===== src/rtl/instr_fetch.sv =====
// Instruction fetch stage: program-loadable instruction memory, PC sequencer and
// a one-entry valid/ready output register with redirect, halt and idle handling.
module instr_fetch #(
    parameter int unsigned DEPTH    = 64,
    parameter logic [31:0] RESET_PC = 32'h0000_0000
) (
    input  logic                     clk,
    input  logic                     rst_n,
    input  logic                     imem_we,
    input  logic [$clog2(DEPTH)-1:0] imem_waddr,
    input  logic [31:0]              imem_wdata,
    input  logic                     run,
    input  logic                     redirect_valid,
    input  logic [31:0]              redirect_pc,
    input  logic                     out_ready,
    output logic                     out_valid,
    output logic [31:0]              instruction,
    output logic [31:0]              pc_out,
    output logic                     halted
);
    localparam int unsigned AW       = $clog2(DEPTH);
    localparam logic [31:0] PC_LIMIT = 32'(DEPTH * 4);

    typedef enum logic [1:0] {
        S_IDLE  = 2'd0,
        S_FETCH = 2'd1,
        S_HALT  = 2'd2
    } state_e;

    state_e      state_q, state_d;
    logic [31:0] pc_q, pc_d;
    logic [31:0] instr_q, instr_d;
    logic [31:0] pc_out_q, pc_out_d;
    logic        out_valid_q, out_valid_d;
    logic        halted_q, halted_d;
    logic [31:0] mem_q [DEPTH];

    logic [31:0] rd_data_s;
    logic [31:0] redir_pc_s;
    logic        can_adv_s;
    logic        in_range_s;

    // Asynchronous read; a write to the same index lands after this edge, so old data is fetched
    assign rd_data_s  = mem_q[pc_q[AW+1:2]];
    assign redir_pc_s = redirect_pc & 32'hFFFF_FFFC;
    assign can_adv_s  = ~out_valid_q | out_ready;
    assign in_range_s = (pc_q < PC_LIMIT);

    // Program-load port; memory is deliberately outside reset
    always_ff @(posedge clk) begin
        if (imem_we) begin
            mem_q[imem_waddr] <= imem_wdata;
        end
    end

    // State, PC and output register update
    always_ff @(posedge clk or negedge rst_n) begin
        if (!rst_n) begin
            state_q     <= S_IDLE;
            pc_q        <= RESET_PC;
            instr_q     <= 32'h0000_0000;
            pc_out_q    <= 32'h0000_0000;
            out_valid_q <= 1'b0;
            halted_q    <= 1'b0;
        end else begin
            state_q     <= state_d;
            pc_q        <= pc_d;
            instr_q     <= instr_d;
            pc_out_q    <= pc_out_d;
            out_valid_q <= out_valid_d;
            halted_q    <= halted_d;
        end
    end

    // Next-state and fetch decision; a transferred word clears valid unless replaced
    always_comb begin
        state_d     = state_q;
        pc_d        = pc_q;
        instr_d     = instr_q;
        pc_out_d    = pc_out_q;
        out_valid_d = out_valid_q & ~out_ready;
        case (state_q)
            S_IDLE: begin
                if (redirect_valid) begin
                    pc_d = redir_pc_s;
                end else if (run) begin
                    state_d = S_FETCH;
                end else begin
                    state_d = S_IDLE;
                end
            end
            S_FETCH: begin
                if (redirect_valid) begin
                    pc_d        = redir_pc_s;
                    out_valid_d = 1'b0;
                end else if (!run) begin
                    if (can_adv_s) begin
                        state_d = S_IDLE;
                    end else begin
                        state_d = S_FETCH;
                    end
                end else if (!in_range_s) begin
                    if (can_adv_s) begin
                        state_d = S_HALT;
                    end else begin
                        state_d = S_FETCH;
                    end
                end else if (can_adv_s) begin
                    instr_d     = rd_data_s;
                    pc_out_d    = pc_q;
                    out_valid_d = 1'b1;
                    pc_d        = pc_q + 32'd4;
                end else begin
                    state_d = S_FETCH;
                end
            end
            S_HALT: begin
                if (redirect_valid) begin
                    pc_d        = redir_pc_s;
                    out_valid_d = 1'b0;
                    state_d     = S_FETCH;
                end else begin
                    state_d = S_HALT;
                end
            end
            default: begin
                state_d     = S_IDLE;
                out_valid_d = 1'b0;
            end
        endcase
        halted_d = (state_d == S_HALT);
    end

    assign out_valid   = out_valid_q;
    assign instruction = instr_q;
    assign pc_out      = pc_out_q;
    assign halted      = halted_q;
endmodule


===== config.mk =====
export PLATFORM = sky130hd
export DESIGN_NAME = instr_fetch
export DESIGN_NICKNAME = d
export VERILOG_FILES = /design/src/rtl/instr_fetch.sv
export SDC_FILE = /design/constraint.sdc
export NUM_CORES = 2
export LEC_CHECK = 0
export CELL_PAD_IN_SITES_DETAIL_PLACEMENT = 1
export CELL_PAD_IN_SITES_GLOBAL_PLACEMENT = 1
export CORE_MARGIN = 2
export CORE_UTILIZATION = 51
export CTS_CLUSTER_DIAMETER = 30
export DETAILED_ROUTE_END_ITERATION = 6
export DONT_BUFFER_PORTS = 1
export HOLD_SLACK_MARGIN = 0.1
export PLACE_DENSITY = 0.85
export SLEW_MARGIN = 30
export SYNTH_ARGS = -nofsm -noshare
export SYNTH_HDL_FRONTEND = slang
export SYNTH_SLANG_ARGS = --single-unit
export TNS_END_PERCENT = 1

===== constraint.sdc =====
create_clock -name clk -period 2.2 [get_ports clk]
set_input_delay 0.11 -clock clk [delete_from_list [all_inputs] [get_ports clk]]
set_output_delay 0.11 -clock clk [all_outputs]
set_load 0.005 [all_outputs]

==> results.md <==
- The total of flip-flops plus latches after synthesis is roughly 2100.
- The synthesized netlist devotes roughly 3.8% of its cell area to compound gates.
- After detailed routing, the average wire length per cell comes to around 50 microns.
- The critical path capture point type is a register.
- Hold is met by 0.1173 ns.
- For the worst setup path, the data arrival time is approximately 3.8 ns.
- The HPWL after detailed placement is roughly 150000 microns.
- The initialized floorplan defines 147 standard-cell rows.
- The clock insertion delay at the later pin of the skew report is about 1 ns.
- The via count of the first global-routing pass came to 56020.
- The post-route fraction of the period consumed by the critical path is 135.2%.
- The initial antenna violation count was 21.
- After the first detailed-routing iteration, the DRC count stood at ~11000.
- The transition time of the tightest slew-check pin is 0.8555 ns.
- The number of instances in the synthesized netlist is ~4000.
- The kind of path behind the tightest hold check is in -> reg.
- Setup slack on the critical path of the routed design comes to -0.7735 ns.
- The analysis attributes to net switching a power of about 41000 uW.
- Along the worst path, the maximum fanout reaches 7.
- The portion of the post-synthesis area used by sequential elements is 77.13%.
- Setup violations remaining at the end of the flow were counted as 70.
- The count of flip-flops with a built-in enable after synthesis is a little over 2000.
- Per report_power, the combinational group accounts for 19.7% of the total.
- The xor and xnor fraction of the mapped netlist area is 0%.
- The count of different cell masters after synthesis is just over 60.
- In this run the tool buffered the top-level ports with 0 buffer cells.
- After detailed routing, the number of remaining DRC violations is 0.
- Clock tree synthesis selected as its root buffer the cell sky130_fd_sc_hd__clkbuf_16.
- After the last flow step, the layout net total stands at ~4800.
- Yosys printed 0 warnings.
- The sequential fraction of design power is approximately a third.
- Of the total power, the share spent switching nets is between 20 and 30%.
- The die area is about 0.17 sq mm.
- Among all flip-flop cells after synthesis, the most frequent one is sky130_fd_sc_hd__edfxtp_1.
- The first-pass GRT wire length is between 400000 and 500000 microns.
- The run finished, with violations left.
- In this run the vertical extent of the chip is 407.0 microns.
- After synthesis, the largest family of logic cells by area is multiplexers.
- The post-synthesis adder-cell area fraction is less than 1%.
- Dividing total power by cell area gives a power density of 1283 mW/mm^2.
- The detailed-routing iteration count for the pre-antenna-repair pass is 6.
- Averaged over all synthesized cells, the footprint is roughly 21 sq um.
- On the final layout, the worst clock skew is approximately 0.1 ns.
- The initial standard-cell utilization of the core is 51.48%.
- The final wirelength is 364200 microns.
- After synthesis the cells add up to just over 0.08 sq mm.
- The minimum clock period is 2.973 ns.
- The clock tree from TritonCTS is done.
- The post-synthesis simple-gate area fraction is under 10%.
- Measured against its own limit, the worst slew margin works out to between 40% and 50%.
- The utilization of the core after routing is around 67%.
- The proportion of register bits with asynchronous set or reset after synthesis is between 4 and 5%.
- The clock edge transition at the registers on the reported setup and hold paths is ~0.07 ns.
- Across all layers, the routed design uses 54480 vias.
- The class of the most critical setup path is reg -> reg.
- Internal power comes to roughly 96000 uW.
- For the worst setup path, the data required time is 3.06 ns.
- The leakage power is ~0.036 uW.
- The overall global routing resource usage is a little over two fifths.
- The aggregate global routing overflow is 0.
- The number of max-slew violations in the final report came to 0.
- The number of endpoints with negative hold slack in the final report came to 0.
- The relative area change from synthesis to final layout is 29.29%.
- Setup repair after global routing could not meet its margin everywhere.
- The floorplan step defined a core boundary enclosing between 0.15 and 0.2 sq mm.
- The total of max-cap violations is 0.
- The pin count of the biggest net entering global routing is 97.
- The post-route netlist has a little over a third of its cells at a drive strength greater than 1.
- During I/O placement, the number of pins put on the boundary was 142.
- The checks that failed: setup timing.
- The number of CTS-inserted buffers is 392.
- The horizontal die dimension is between 400 and 500 microns.
- For this design, the sink count on the clock tree is between 2000 and 2500.
- The maximum operating frequency is between 0.3 and 0.4 GHz.
- The maximum VDD drop is between 0.001 and 0.0015 V.
- The clock network power share is a little under half.
- The critical path launch point type is a register.
- Measured against the total synthesized area, the mux share comes to ~15%.
- Counting along the longest clock path gives a buffer depth of 4.
- The weighted congestion reported at the end of routability-driven placement is 0.8188.
- The number of vias per cell is 7.527.
- The number of H-tree levels is 5.
- In this run the remaining antenna-violating nets after routing total 0.
## cell type report
cell class | count | area [sq um]
antenna | 8 | 20.02
clock buffer | 441 | 10160
clock inverter | 261 | 3059
fill | 12620 | 53820
inverter | 7 | 28.78
multi-input combinational | 1595 | 18960
sequential | 2144 | 63920
tap | 2160 | 2703
timing repair buffer | 622 | 8262
## registers in the layout, indices dropped and copies added (netlist names)
signal,flops
mem_q,2048
instruction,32
pc_out,30
pc_q,30
state_q,2
halted,1
out_valid,1
## timing repair
action | 4_1_cts | 5_1_grt
endpoints found under the hold margin | 4205 | 0
resized for setup | 159 | 139
pin swaps | 26 | 43
gates cloned | 4 | 7
hold buffers | 138 | 0
setup buffers | 16 | 44
endpoints found under the setup margin | 70 | 117
## cell usage after synthesis, types with 3 or more instances
cell type	n	area, sq um
sky130_fd_sc_hd__edfxtp_1	2048	61500
sky130_fd_sc_hd__mux2i_1	374	3744
sky130_fd_sc_hd__mux4_2	345	7770
sky130_fd_sc_hd__a22oi_1	126	945.9
sky130_fd_sc_hd__nor2_1	116	435.4
sky130_fd_sc_hd__clkbuf_1	97	364.1
sky130_fd_sc_hd__dfrtp_1	96	2402
sky130_fd_sc_hd__nand3_1	74	370.4
sky130_fd_sc_hd__nand2_1	66	247.7
sky130_fd_sc_hd__buf_2	50	250.2
sky130_fd_sc_hd__a21oi_1	48	240.2
sky130_fd_sc_hd__buf_4	42	315.3
sky130_fd_sc_hd__nor2b_1	37	231.5
sky130_fd_sc_hd__a211oi_1	35	262.8
sky130_fd_sc_hd__o22ai_1	35	219.0
sky130_fd_sc_hd__o211ai_1	34	255.2
sky130_fd_sc_hd__mux2_2	32	360.4
sky130_fd_sc_hd__a31oi_1	31	193.9
sky130_fd_sc_hd__o221ai_1	27	236.5
sky130_fd_sc_hd__a22o_1	25	219.0
sky130_fd_sc_hd__and2_1	23	143.9
sky130_fd_sc_hd__buf_6	23	259.0
sky130_fd_sc_hd__mux4_1	19	499.2
sky130_fd_sc_hd__and4_1	18	157.7
sky130_fd_sc_hd__a221oi_1	13	113.9
sky130_fd_sc_hd__nand2b_1	12	75.07
sky130_fd_sc_hd__o21ai_0	12	60.06
sky130_fd_sc_hd__o22a_1	12	105.1
sky130_fd_sc_hd__buf_1	11	41.29
sky130_fd_sc_hd__buf_8	10	150.1
sky130_fd_sc_hd__a211o_1	9	78.83
sky130_fd_sc_hd__nor4_1	9	56.30
sky130_fd_sc_hd__nor3_1	8	40.04
sky130_fd_sc_hd__and3_1	7	43.79
sky130_fd_sc_hd__or3_1	7	43.79
sky130_fd_sc_hd__inv_1	5	18.77
sky130_fd_sc_hd__nand3b_1	5	37.54
sky130_fd_sc_hd__nand4_1	5	31.28
sky130_fd_sc_hd__a221o_1	3	30.03
sky130_fd_sc_hd__o2111ai_1	3	26.28
sky130_fd_sc_hd__o31ai_1	3	22.52
sky130_fd_sc_hd__or3b_2	3	26.28
## placed cells by master (no fill, tap or decap), types with 16 or more instances in the layout
cell and count:
sky130_fd_sc_hd__edfxtp_1 2048, sky130_fd_sc_hd__clkbuf_16 405, sky130_fd_sc_hd__mux4_2 359, sky130_fd_sc_hd__mux2i_1 350, sky130_fd_sc_hd__buf_4 265, sky130_fd_sc_hd__buf_12 163, sky130_fd_sc_hd__a22oi_1 108, sky130_fd_sc_hd__dlygate4sd3_1 104
sky130_fd_sc_hd__dfrtp_1 90, sky130_fd_sc_hd__nand2_1 65, sky130_fd_sc_hd__nand3_1 65, sky130_fd_sc_hd__nor2_4 63, sky130_fd_sc_hd__clkinv_2 53, sky130_fd_sc_hd__nor2_1 52, sky130_fd_sc_hd__bufinv_16 52, sky130_fd_sc_hd__buf_16 50
sky130_fd_sc_hd__a21oi_1 43, sky130_fd_sc_hd__inv_6 43, sky130_fd_sc_hd__clkbuf_1 39, sky130_fd_sc_hd__o211ai_1 34, sky130_fd_sc_hd__clkinvlp_4 34, sky130_fd_sc_hd__clkinv_1 32, sky130_fd_sc_hd__nor2b_1 31, sky130_fd_sc_hd__o22ai_1 31
sky130_fd_sc_hd__clkinv_4 28, sky130_fd_sc_hd__a31oi_1 26, sky130_fd_sc_hd__buf_6 25, sky130_fd_sc_hd__mux2_2 21, sky130_fd_sc_hd__o221ai_1 21, sky130_fd_sc_hd__a22oi_2 18, sky130_fd_sc_hd__inv_8 18, sky130_fd_sc_hd__a211oi_1 16
## critical path, stage by stage (launching register included)
cell                       delay [ns]
sky130_fd_sc_hd__dfrtp_4         0.53
sky130_fd_sc_hd__buf_12          0.26
sky130_fd_sc_hd__buf_16          0.19
sky130_fd_sc_hd__buf_8           0.16
sky130_fd_sc_hd__buf_6           0.16
sky130_fd_sc_hd__mux2i_1         0.16
sky130_fd_sc_hd__a21oi_1         0.23
sky130_fd_sc_hd__o211ai_1        0.25
sky130_fd_sc_hd__a22o_4          0.38
sky130_fd_sc_hd__o211ai_1        0.48
## per-stage QoR
stage | setup slack (ns) | area [sq um] | TNS [ns] | total power [uW] | instances
after floorplan | -0.4316 | 82880 | -638.76 | 58180 | 3982
after global placement | -0.4400 | 89800 | -14.62 | 64870 | 6319
after detailed placement | -0.5680 | 89800 | -20.13 | 65790 | 6319
after CTS | -0.5527 | 105900 | -16.55 | 131100 | 7179
after global routing | -0.7042 | 107100 | -35.67 | 138100 | 7234
final | -0.7735 | 107100 | -31.05 | 137500 | 7238
## worst paths after layout
kind	from	end	slack (ns)	depth (start not counted)
min in group asynchronous	rst_n	instruction[0]	0.56	3
worst min register to register	pc_out[29]	pc_out[29]	0.55	1
worst max-delay path	pc_q[2]	instruction[29]	-0.77	9
max in group asynchronous	rst_n	pc_q[3]	0.99	3
worst min-delay path	imem_waddr[5]	mem_q[7][18]	0.12	2
worst max register to register	pc_q[2]	instruction[29]	-0.77	9
## routing by layer
layer / part of all wire [%] / GRT usage (%)
met4: 10 / 33.50
met1: 30 / 48.38
met3: 15 / 12.60
met2: 45 / 65.51
met5: 0.033 / 0
## power groups by stage
stage                     clock, uW  sequential, uW  combinational, uW
after floorplan                   0           46100              12100
after global placement            0           46200              18700
after detailed placement          0           46200              19600
after CTS                     62600           45500              23100
after global routing          65700           45500              26800
final                         64900           45500              27000
## cells by family after synthesis
group / Yosys count
flip-flops: 2144
AND/OR/NAND/NOR: 395
adder cells (fa/ha/maj): 1
AO/OA/AOI/OAI: 427
multiplexers: 770
buffers and inverters: 243
other: 1
(Power assumes the default switching activity.)
